**config.mk**
```make
export PLATFORM = sky130hd
export DESIGN_NAME = pcpu_hazard_scoreboard
export DESIGN_NICKNAME = d
export VERILOG_FILES = /design/src/rtl/pcpu_hazard_scoreboard_pkg.sv /design/src/rtl/pcpu_hazard_scoreboard_match.sv /design/src/rtl/pcpu_hazard_scoreboard.sv
export SDC_FILE = /design/constraint.sdc
export NUM_CORES = 1
export LEC_CHECK = 0
export ABC_AREA = 1
export ABC_CLOCK_PERIOD_IN_PS = 2200
export BUFFER_PORTS_ARGS = -buffer_cell sky130_fd_sc_hd__buf_2
export CORE_MARGIN = 8
export CORE_UTILIZATION = 53
export CTS_BUF_LIST = sky130_fd_sc_hd__clkbuf_4
export DETAILED_ROUTE_END_ITERATION = 12
export PLACE_DENSITY = 0.79
export SYNTH_ARGS = -nofsm -noshare
export SYNTH_HDL_FRONTEND = slang
export SYNTH_SLANG_ARGS = --single-unit
```
**constraint.sdc**
```tcl
create_clock -name clk -period 2.2 [get_ports clk]
set_input_delay 0.11 -clock clk [delete_from_list [all_inputs] [get_ports clk]]
set_output_delay 0.11 -clock clk [all_outputs]
set_load 0.05 [all_outputs]
```
**src/rtl/pcpu_hazard_scoreboard_pkg.sv**
```systemverilog
// Shared types and helpers for the pipeline hazard scoreboard.
package pcpu_hazard_scoreboard_pkg;

    typedef struct packed {
        logic       valid;
        logic [4:0] rd;
        logic       wen;
        logic       load;
        logic       ctrl;
    } Hazard_entry_t;

    localparam int unsigned FWD_NONE = 0;

    function automatic logic [31:0] sat_inc(input logic [31:0] value);
        return (value == 32'hFFFF_FFFF) ? value : value + 32'd1;
    endfunction

endpackage

```
**src/rtl/pcpu_hazard_scoreboard_match.sv**
```systemverilog
// Finds the youngest in-flight writer of one source register.
module pcpu_hazard_match
    import pcpu_hazard_scoreboard_pkg::*;
#(
    parameter int DEPTH = 3,
    parameter int SELW  = $clog2(DEPTH + 1)
) (
    input  Hazard_entry_t [DEPTH:1] i_entries,
    input  logic [4:0]              i_rs,
    input  logic                    i_rs_used,
    input  logic                    i_id_valid,
    output logic                    o_match,
    output logic [SELW-1:0]         o_stage,
    output logic                    o_load
);

    logic [DEPTH-1:1] w_hit;
    logic             w_unused;

    // The last stage writes the register file before ID reads it, so it is never searched.
    genvar k;
    for (k = 1; k < DEPTH; k++) begin : g_hit
        assign w_hit[k] = i_id_valid && i_rs_used && (i_rs != 5'd0) &&
                          i_entries[k].valid && i_entries[k].wen &&
                          (i_entries[k].rd == i_rs);
    end

    assign w_unused = ^i_entries;

    // Oldest-to-youngest scan so the lowest matching stage wins.
    always_comb begin
        o_match = 1'b0;
        o_stage = SELW'(FWD_NONE);
        o_load  = 1'b0;
        for (int s = DEPTH - 1; s >= 1; s--) begin
            o_match = w_hit[s] ? 1'b1               : o_match;
            o_stage = w_hit[s] ? SELW'(s)           : o_stage;
            o_load  = w_hit[s] ? i_entries[s].load  : o_load;
        end
    end

endmodule

```
**src/rtl/pcpu_hazard_scoreboard.sv**
```systemverilog
// Scoreboard hazard unit: tracks in-flight writers after ID and drives
// stall, bubble and flush controls plus registered EX forward selects.
module pcpu_hazard_scoreboard
    import pcpu_hazard_scoreboard_pkg::*;
#(
    parameter int DEPTH         = 3,
    parameter int NUM_RS        = 2,
    parameter int FORWARD       = 1,
    parameter int ALU_READY     = 2,
    parameter int LOAD_READY    = 3,
    parameter int CTRL_MODE     = 1,
    parameter int RESOLVE_STAGE = 2,
    parameter int SELW          = $clog2(DEPTH + 1)
) (
    input  logic                   clk,
    input  logic                   rst,
    input  logic                   id_valid,
    input  logic [NUM_RS*5-1:0]    id_rs_addr,
    input  logic [NUM_RS-1:0]      id_rs_used,
    input  logic [4:0]             id_rd_addr,
    input  logic                   id_reg_write,
    input  logic                   id_is_load,
    input  logic                   id_is_ctrl,
    input  logic                   redirect,
    output logic                   en_if,
    output logic                   en_ifid,
    output logic                   nop_ifid,
    output logic                   nop_idex,
    output logic [NUM_RS*SELW-1:0] fwd_sel,
    output logic [31:0]            stall_cnt,
    output logic [31:0]            flush_cnt
);

    Hazard_entry_t [DEPTH:1]   r_entries;
    Hazard_entry_t [DEPTH:1]   w_next_entries;
    Hazard_entry_t             w_id_entry;
    logic [NUM_RS*SELW-1:0]    r_fwd_sel;
    logic [31:0]               r_stall_cnt;
    logic [31:0]               r_flush_cnt;

    logic [NUM_RS-1:0]         w_match;
    logic [NUM_RS-1:0]         w_load;
    logic [SELW-1:0]           w_stage [NUM_RS];
    logic [NUM_RS-1:0]         w_port_stall;
    logic [NUM_RS*SELW-1:0]    w_fwd_next;
    logic                      w_data_stall;
    logic                      w_flush;
    logic                      w_ctrl_pending;
    logic                      w_freeze;
    logic                      w_bubble;

    genvar p;
    for (p = 0; p < NUM_RS; p++) begin : g_port
        pcpu_hazard_match #(
            .DEPTH (DEPTH),
            .SELW  (SELW)
        ) u_match (
            .i_entries  (r_entries),
            .i_rs       (id_rs_addr[5*p +: 5]),
            .i_rs_used  (id_rs_used[p]),
            .i_id_valid (id_valid),
            .o_match    (w_match[p]),
            .o_stage    (w_stage[p]),
            .o_load     (w_load[p])
        );
    end

    // Per-port stall decision and next forward select (stage index after the edge).
    always_comb begin
        w_port_stall = '0;
        w_fwd_next   = '0;
        for (int q = 0; q < NUM_RS; q++) begin
            if (!w_match[q]) begin
                w_fwd_next[q*SELW +: SELW] = SELW'(FWD_NONE);
            end else if (FORWARD == 0) begin
                w_port_stall[q] = 1'b1;
            end else if ((int'(w_stage[q]) + 1) < (w_load[q] ? LOAD_READY : ALU_READY)) begin
                w_port_stall[q] = 1'b1;
            end else begin
                w_fwd_next[q*SELW +: SELW] = SELW'(int'(w_stage[q]) + 1);
            end
        end
    end

    // Unresolved control instruction still ahead of the resolve stage.
    always_comb begin
        w_ctrl_pending = 1'b0;
        for (int s = 1; s < RESOLVE_STAGE; s++) begin
            w_ctrl_pending = w_ctrl_pending | (r_entries[s].valid & r_entries[s].ctrl);
        end
    end

    assign w_data_stall = |w_port_stall;
    assign w_flush      = (CTRL_MODE == 1) && redirect;
    assign w_freeze     = (CTRL_MODE == 0) && ((id_valid && id_is_ctrl) || w_ctrl_pending);
    assign w_bubble     = w_flush || w_data_stall;

    assign w_id_entry = '{valid: id_valid, rd: id_rd_addr, wen: id_reg_write,
                          load: id_is_load, ctrl: id_is_ctrl};

    // Pipeline enables and bubbles: redirect beats data stall beats fetch freeze.
    always_comb begin
        en_if    = 1'b1;
        en_ifid  = 1'b1;
        nop_ifid = 1'b0;
        nop_idex = 1'b0;
        if (rst) begin
            en_if    = 1'b1;
        end else if (w_flush) begin
            nop_ifid = 1'b1;
            nop_idex = 1'b1;
        end else if (w_data_stall) begin
            en_if    = 1'b0;
            en_ifid  = 1'b0;
            nop_idex = 1'b1;
        end else if (w_freeze) begin
            en_if    = 1'b0;
            nop_ifid = 1'b1;
        end else begin
            en_ifid  = 1'b1;
        end
    end

    // Next scoreboard contents: shift one stage, flush the wrong-path stages on redirect.
    always_comb begin
        w_next_entries    = '0;
        w_next_entries[1] = w_bubble ? Hazard_entry_t'('0) : w_id_entry;
        for (int s = 2; s <= DEPTH; s++) begin
            w_next_entries[s]       = r_entries[s-1];
            w_next_entries[s].valid = r_entries[s-1].valid && !(w_flush && (s < RESOLVE_STAGE));
        end
    end

    // Scoreboard register.
    always_ff @(posedge clk or posedge rst) begin
        if (rst) begin
            r_entries <= '0;
        end else begin
            r_entries <= w_next_entries;
        end
    end

    // Forward selects follow the instruction into EX; stall/flush bubbles carry none.
    always_ff @(posedge clk or posedge rst) begin
        if (rst) begin
            r_fwd_sel   <= '0;
            r_stall_cnt <= 32'd0;
            r_flush_cnt <= 32'd0;
        end else begin
            r_fwd_sel <= w_bubble ? '0 : w_fwd_next;
            if (w_data_stall && !w_flush) begin
                r_stall_cnt <= sat_inc(r_stall_cnt);
            end
            if (w_flush) begin
                r_flush_cnt <= sat_inc(r_flush_cnt);
            end
        end
    end

    assign fwd_sel   = r_fwd_sel;
    assign stall_cnt = r_stall_cnt;
    assign flush_cnt = r_flush_cnt;

endmodule

```
==> metrics.md, run 1 <==
| Metric | Value |
|---|---|
| Routed length per instance | `roughly 13 um` |
| CP Launch Point | `r_entries[4]` |
| Switching power | `1.29 mW` |
| Main combinational cell family by area after synthesis | `simple AND/OR/NAND/NOR gates` |
| TritonCTS clock tree | `done` |
| Initial antenna violation count | `0` |
| Cell-internal power | `2.07 mW` |
| Synth Area in Adders | `0.00471` |
| Worst EP arrival | `1.91 ns` |
| Outcome | `completed` |
| Clk sinks | `83` |
| GR Util All Layers | `0.211` |
| Post-synth cell types | `30` |
| Commonest non-fill, non-tap cell in the layout | `nand2_1` |
| Die Height | `between 100 and 150 um` |
| Vias in the first global route | `roughly 4800` |
| Nets@finish | `900` |
| Cell Rows | `36` |
| Smallest hold slack | `0.0497 ns` |
| DR iter-0 viols | `around 370` |
| Synthesis-to-layout area growth | `15.8%` |
| Setup WS pre-CTS | `0.371 ns` |
| Clock Power Share | `0.250` |
| Final wirelength | `13.6 mm` |
| Largest net degree at the start of global routing | `between 70 and 80` |
| Cell Area, Synth | `5310 um2` |
| Final Max Tran Viols | `0` |
| Mux contribution to synthesized area | `0` |
| Grt total ovfl | `0` |
| Relative slew slack | `0.665` |
| Die width | `116 um` |
| Avg Cell Area, Syn | `6.91 um2` |
| Unrepaired setup endpoints after global routing | `yes` |
| Clock slew at reported path FFs | `0.15 ns` |
| Max Freq | `496 MHz` |
| Xor and xnor area share after synthesis | `0.0808` |
| Vias per inst | `5.09` |
| Yosys warns | `0` |
| CTS buffer count | `9` |
| DRC errors left | `0` |
| Area of the die | `13500 um2` |
| Syn Nets | `795` |
| Overall power | `3.35 mW` |
| Seq pwr share | `0.516` |
| Simple-Gate Fraction of Synth Area | `0.433` |
| Detail Route Antenna Nets | `0` |
| Placer Congestion | `0.932` |
| Clock Skew | `0.0171 ns` |
| DR vias | `5153` |
| Number of I/O pins | `96` |
| Min Tclk post-route | `2.02 ns` |
| Critical Path End Type | `output pin` |
| Maximum vdd drop | `904 uV` |
| Worst setup margin | `0.183 ns` |
| Max-cap violations | `0` |
| Core Box Area | `9770 um2` |
| DRT Pass-1 Iters | `5` |
| Filler cell count | `932` |
| Critical path startpoint category | `register` |
| Port Buffer Count | `94` |
| Synthesized instance count | `approximately 770` |
| First-pass GRT wire length | `22.6 mm` |
| Critical R2R Launch | `stall_cnt[1]` |
| Initial Util | `0.543` |
| #FFs+latches synth | `83` |
| Antenna Cells | `0` |
| Kind of critical path | `reg2out` |
| Post-detail-place hpwl | `10.2 mm` |
| P per Cell Area | `545 nW/um2` |
| Final setup vio count | `0` |
| Fraction of layout cells with a size suffix above 1 | `0.174` |
| Static Leak | `3.18 nW` |
| Hold path startpoint | `id_rs_addr[6]` |
| Required time worst endpoint | `roughly 2.1 ns` |
| CP max FO | `5` |
| Final hold violations | `0` |
| Fin crit share | `0.917` |
| Root buffer cell | `clkbuf_4` |
| Slew @ Worst Pin | `0.501 ns` |
| Compound-Gate Fraction of Synth Area | `0.0172` |
| Combinational power share | `0.235` |
| Most frequent cells in the layout | `302 x nand2_1, 117 x nor2_1, 91 x buf_2, 82 x dfrtp_1, 63 x inv_1` |
| Clock latency on the worst-skew pair | `approximately 0.46 ns` |
| HP Class | `in2reg` |
| Sw Ratio | `0.384` |
| Max clock buf depth | `2` |
| # H-tree levels | `3` |
| Sequential fraction of the synthesis area | `0.391` |
==> cell families after synthesis <==
| group | after synthesis |
|---|---|
| DFF | 83 |
| AOI/OAI and AO/OA | 15 |
| adders and majority gates | 2 |
| and+or+nand+nor | 532 |
| buffers and inverters | 88 |
| xor gates and xnor gates | 49 |
==> repair_timing <==
| item | in CTS | in global routing |
|---|---|---|
| resized for setup | 0 | 11 |
| buffers inserted | 0 | 0 |
| hold buffers | 9 | 0 |
| endpoints found under the hold margin | 91 | 0 |
| endpoints found under the setup margin | 0 | 3 |
==> Yosys cell counts <==
cell type  instances  area (um2)
xnor2_1            9        78.8
nor3_2             4        40.0
inv_1             64         240
nor2_2             4        25.0
nand2_2            4        25.0
nand2_1          302        1130
and3_1             1        6.26
nand2_4            2        22.5
nor2_4             1        11.3
clkbuf_1           5        18.8
nand3_1           18        90.1
nand3_4            1        17.5
nand3_2            1        10.0
nor3_1            15        75.1
o21ai_0            4        20.0
buf_6              5        56.3
or2_2              2        12.5
dfrtp_1           83        2080
buf_2              3        15.0
buf_4              5        37.5
nand4_1           45         282
nand3b_1          14         105
nor2_1           118         443
ha_1               2        25.0
inv_2              6        22.5
a31oi_1            1        6.26
a21oi_1            5        25.0
o21ai_1            1        5.00
xor2_1            40         350
o21ai_2            4        35.0
==> cell type report <==
class                           instances  area, um2  area share
Multi-Input combinational cell        598       2860       0.465
Sequential cell                        83       2080       0.338
Timing Repair Buffer                  112        652       0.106
Inverter                               70        267      0.0433
Tap cell                              133        166      0.0271
Clock buffer                            9       67.6      0.0110
Clock inverter                          7       60.1     0.00977
==> power by group through the flow <==
stage               Clock [mW]  Combinational [mW]  Sequential (mW)
global route             0.938               0.856             1.75
floorplan                    0               0.302             2.03
finish                   0.838               0.787             1.73
CTS                      0.862               0.789             1.73
global placement             0               0.764             1.76
detailed placement           0               0.774             1.76
==> stage by stage <==
stage               cell area (um2)  instances   util  TNS, ns
finish                         6150       1012  0.629        0
global route                   6150       1012  0.629  -0.0524
CTS                            6120       1012  0.626        0
detailed placement             5900        987  0.604        0
global placement               5900        987  0.604        0
floorplan                      5320        769      -   -0.383
==> worst paths after layout <==
check,to,slack [ns],cells past startpoint
worst max-delay path,nop_idex,0.18,9
worst min-delay path,fwd_sel[2],0.05,5
worst max register to register,stall_cnt[30],0.35,9
worst min register to register,r_entries[11],0.43,0
max in group asynchronous,stall_cnt[22],1.36,4
min in group asynchronous,fwd_sel[2],0.17,3
==> worst max-delay path, stage by stage (launching register included) <==
cell	delay (ns)
dfrtp_2	0.43
inv_1	0.06
nand2_1	0.06
nand2_1	0.05
nor2_1	0.10
nand2_1	0.06
nor2_1	0.15
nand3_2	0.14
a31oi_2	0.21
buf_6	0.18
==> per-layer routing <==
metal / up-vias / GRT usage / part of all wire
met1: 2365 / 0.276 / 0.46
met5: - / 0 / 0
li1: 2626 / - / -
met4: 0 / 0.0743 / 0.019
met2: 142 / 0.341 / 0.46
met3: 20 / 0.0398 / 0.062
==> flip-flops by register name, indices dropped and copies added (netlist names) <==
register   flops
flush_cnt     32
r_entries     15
fwd_sel        4
stall_cnt     32
Power figures use the tool's default switching activity.
==> run 2: changes to the inputs <==
--- a/config.mk
+++ b/config.mk
@@ -9,10 +9,10 @@
 export ABC_CLOCK_PERIOD_IN_PS = 2200
 export BUFFER_PORTS_ARGS = -buffer_cell sky130_fd_sc_hd__buf_2
 export CORE_MARGIN = 8
-export CORE_UTILIZATION = 53
-export CTS_BUF_LIST = sky130_fd_sc_hd__clkbuf_4
+export CORE_UTILIZATION = 51
+export CTS_BUF_LIST = sky130_fd_sc_hd__clkbuf_16
 export DETAILED_ROUTE_END_ITERATION = 12
-export PLACE_DENSITY = 0.79
+export PLACE_DENSITY = 0.77
 export SYNTH_ARGS = -nofsm -noshare
 export SYNTH_HDL_FRONTEND = slang
 export SYNTH_SLANG_ARGS = --single-unit
==> run 2 against run 1 <==
Fmax shrank 3.1%. Combinational power down 0.5%. Critical path type unchanged. Final area increased by 2.4%. Largest cell class unchanged.
==> metrics.md, run 2 (same netlist as run 1, synthesis figures left out) <==
| Metric | Value |
|---|---|
| Outcome | `completed (unchanged)` |
| Root buffer cell | `clkbuf_16 (was clkbuf_4)` |
| Final Non-Filler Cells | `1015 (was 1012)` |
| FF-to-FF path depth | `9 (unchanged)` |
| Grt total ovfl | `0 (unchanged)` |
| Max Freq | `480 MHz (was 496 MHz)` |
| Die width | `118 um (was 116 um)` |
| Clk sinks | `83 (unchanged)` |
| Hold path startpoint | `id_valid (was id_rs_addr[6])` |
| Critical path startpoint category | `register (unchanged)` |
| DR iter-0 viols | `467 (was 367)` |
| Most frequent cells in the layout | `302 x nand2_1, 118 x nor2_1, 94 x buf_2, 83 x dfrtp_1, 63 x inv_1 (was 302 x nand2_1, 117 x nor2_1, 91 x buf_2, 82 x dfrtp_1, 63 x inv_1)` |
| Inst Count DP | `991 (was 987)` |
| GR Util All Layers | `0.206 (was 0.211)` |
| Initial antenna violation count | `0 (unchanged)` |
| Commonest non-fill, non-tap cell in the layout | `nand2_1 (unchanged)` |
| # H-tree levels | `3 (unchanged)` |
| HP Class | `in2reg (unchanged)` |
| Fraction of layout cells with a size suffix above 1 | `0.171 (was 0.174)` |
| Smallest hold slack | `0.0302 ns (was 0.0497 ns)` |
| Post-detail-place hpwl | `10.4 mm (was 10.2 mm)` |
| Worst EP arrival | `1.97 ns (was 1.91 ns)` |
| Detail Route Antenna Nets | `0 (unchanged)` |
| Area of the die | `13900 um2 (was 13500 um2)` |
| Max clock buf depth | `2 (unchanged)` |
| Hold endpoint | `r_entries[8] (was fwd_sel[2])` |
| Vias in the first global route | `4902 (was 4823)` |
| Antenna Cells | `0 (unchanged)` |
| Required time worst endpoint | `2.09 ns (about the same)` |
| Initial Util | `0.519 (was 0.543)` |
| Port Buffer Count | `94 (unchanged)` |
| Unrepaired setup endpoints after global routing | `no (was yes)` |
| Clock slew at reported path FFs | `0.06 ns (was 0.15 ns)` |
| Die Height | `118 um (was 116 um)` |
| Fin crit share | `0.947 (was 0.917)` |
| Final Max Tran Viols | `0 (unchanged)` |
| Synthesis-to-layout area growth | `18.5% (was 15.8%)` |
| Final hold violations | `0 (unchanged)` |
| Vias per inst | `5.16 (was 5.09)` |
| TritonCTS clock tree | `done (unchanged)` |
| Clock Skew | `0.00578 ns (was 0.0171 ns)` |
| Routed length per instance | `13.8 um (was 13.5 um)` |
| Area occupied by multi-input gates | `2840 um2 (was 2860 um2)` |
| Largest net degree at the start of global routing | `54 (was 73)` |
| Cell Rows | `37 (was 36)` |
| First-pass GRT wire length | `23.8 mm (was 22.6 mm)` |
| FF+latch area | `2080 um2 (about the same)` |
| Number of I/O pins | `96 (unchanged)` |
| Critical R2R Launch | `stall_cnt[1] (unchanged)` |
| Static Leak | `3.25 nW (was 3.18 nW)` |
| DR vias | `5233 (was 5153)` |
| Reg2reg end | `stall_cnt[10] (was stall_cnt[30])` |
| DRT Pass-1 Iters | `5 (unchanged)` |
| Hold Crit Depth | `3 (was 5)` |
| Setup slack, reg-to-reg | `0.27 ns (was 0.35 ns)` |
| Maximum vdd drop | `1040 uV (was 904 uV)` |
| Core Box Area | `10200 um2 (was 9770 um2)` |
| CP max FO | `5 (unchanged)` |
| Placer Congestion | `0.908 (was 0.932)` |
| Clock latency on the worst-skew pair | `0.34 ns (was 0.46 ns)` |
| Relative slew slack | `0.673 (was 0.665)` |
| P per Cell Area | `641 nW/um2 (was 545 nW/um2)` |
| Kind of critical path | `reg2out (unchanged)` |
| Filler cell count | `954 (was 932)` |
| Nets@finish | `900 (unchanged)` |
| Min Tclk post-route | `2.08 ns (was 2.02 ns)` |
| Slew @ Worst Pin | `0.490 ns (was 0.501 ns)` |
| Final setup vio count | `0 (unchanged)` |
| Overall power | `4.03 mW (was 3.35 mW)` |
| Max-cap violations | `0 (unchanged)` |
| Critical Path End Type | `output pin (unchanged)` |
| Final wirelength | `14.0 mm (was 13.6 mm)` |
| CTS buffer count | `9 (unchanged)` |
| DRC errors left | `0 (unchanged)` |
run 2: cell types whose count changed in the layout (fill, tap and decap cells not counted), sizes merged:
| cell | change |
|---|---|
| buf | +1 |
| clkinv | -1 |
| dlygate4sd3 | -1 |
| bufinv | +1 |
run 2: final cells by class:
class                      instances  share of cell area
inverter                          70              0.0423
tap                              136              0.0270
timing repair buffer             112               0.101
multi-input combinational        598               0.452
sequential                        83               0.330
clock buffer                       9              0.0358
clock inverter                     7              0.0119
run 2: what timing repair did:
action / CTS / global route
hold buffers: 8 / 0
hold endpoints to repair: 15 / 0
setup buffers: 0 / 0
resized for setup: 0 / 0
run 2: routing by layer:
metal,wire [um],track usage,up-vias
met4,218,0.0713,0
met2,6470,0.325,181
met3,849,0.0470,19
li1,-,-,2624
met5,0,0,-
met1,6440,0.270,2409
run 2: worst max-delay path by stage:
stage / from / endpoint / slack, ns / depth (start not counted)
after floorplan: rst / en_ifid / -0.32 / 3
after global placement: flush_cnt[0] / flush_cnt[18] / 0.33 / 10
after detailed placement: stall_cnt[1] / stall_cnt[0] / 0.29 / 9
after CTS: r_entries[4] / nop_idex / 0.14 / 9
after global routing: r_entries[4] / nop_idex / 0.006 / 9
final: r_entries[4] / nop_idex / 0.12 / 9
run 2: worst max-delay path: stages, from the launching register on:
cell,delay (ns)
dfrtp_1,0.43
inv_1,0.08
nand2_1,0.07
nand2_1,0.05
nor2_1,0.11
nand2_1,0.06
nor2_1,0.14
nand3_1,0.19
a31oi_1,0.22
buf_2,0.29
run 2: metrics by stage:
stage / worst slack [ns] / cell area (um2) / TNS [ns] / utilization
CTS: 0.141 / 6300 / 0 / 0.615
global route: 0.00648 / 6300 / 0 / 0.615
global placement: 0.332 / 5920 / 0 / 0.578
finish: 0.118 / 6300 / 0 / 0.615
detailed placement: 0.288 / 5920 / 0 / 0.578
floorplan: -0.316 / 5320 / -0.383 / -
run 2: power by group:
| group | switching (mW) | internal (mW) |
|---|---|---|
| Sequential | 0.111 | 1.62 |
| Combinational | 0.584 | 0.199 |
| Clock | 0.632 | 0.885 |
| Total | 1.33 | 2.71 |
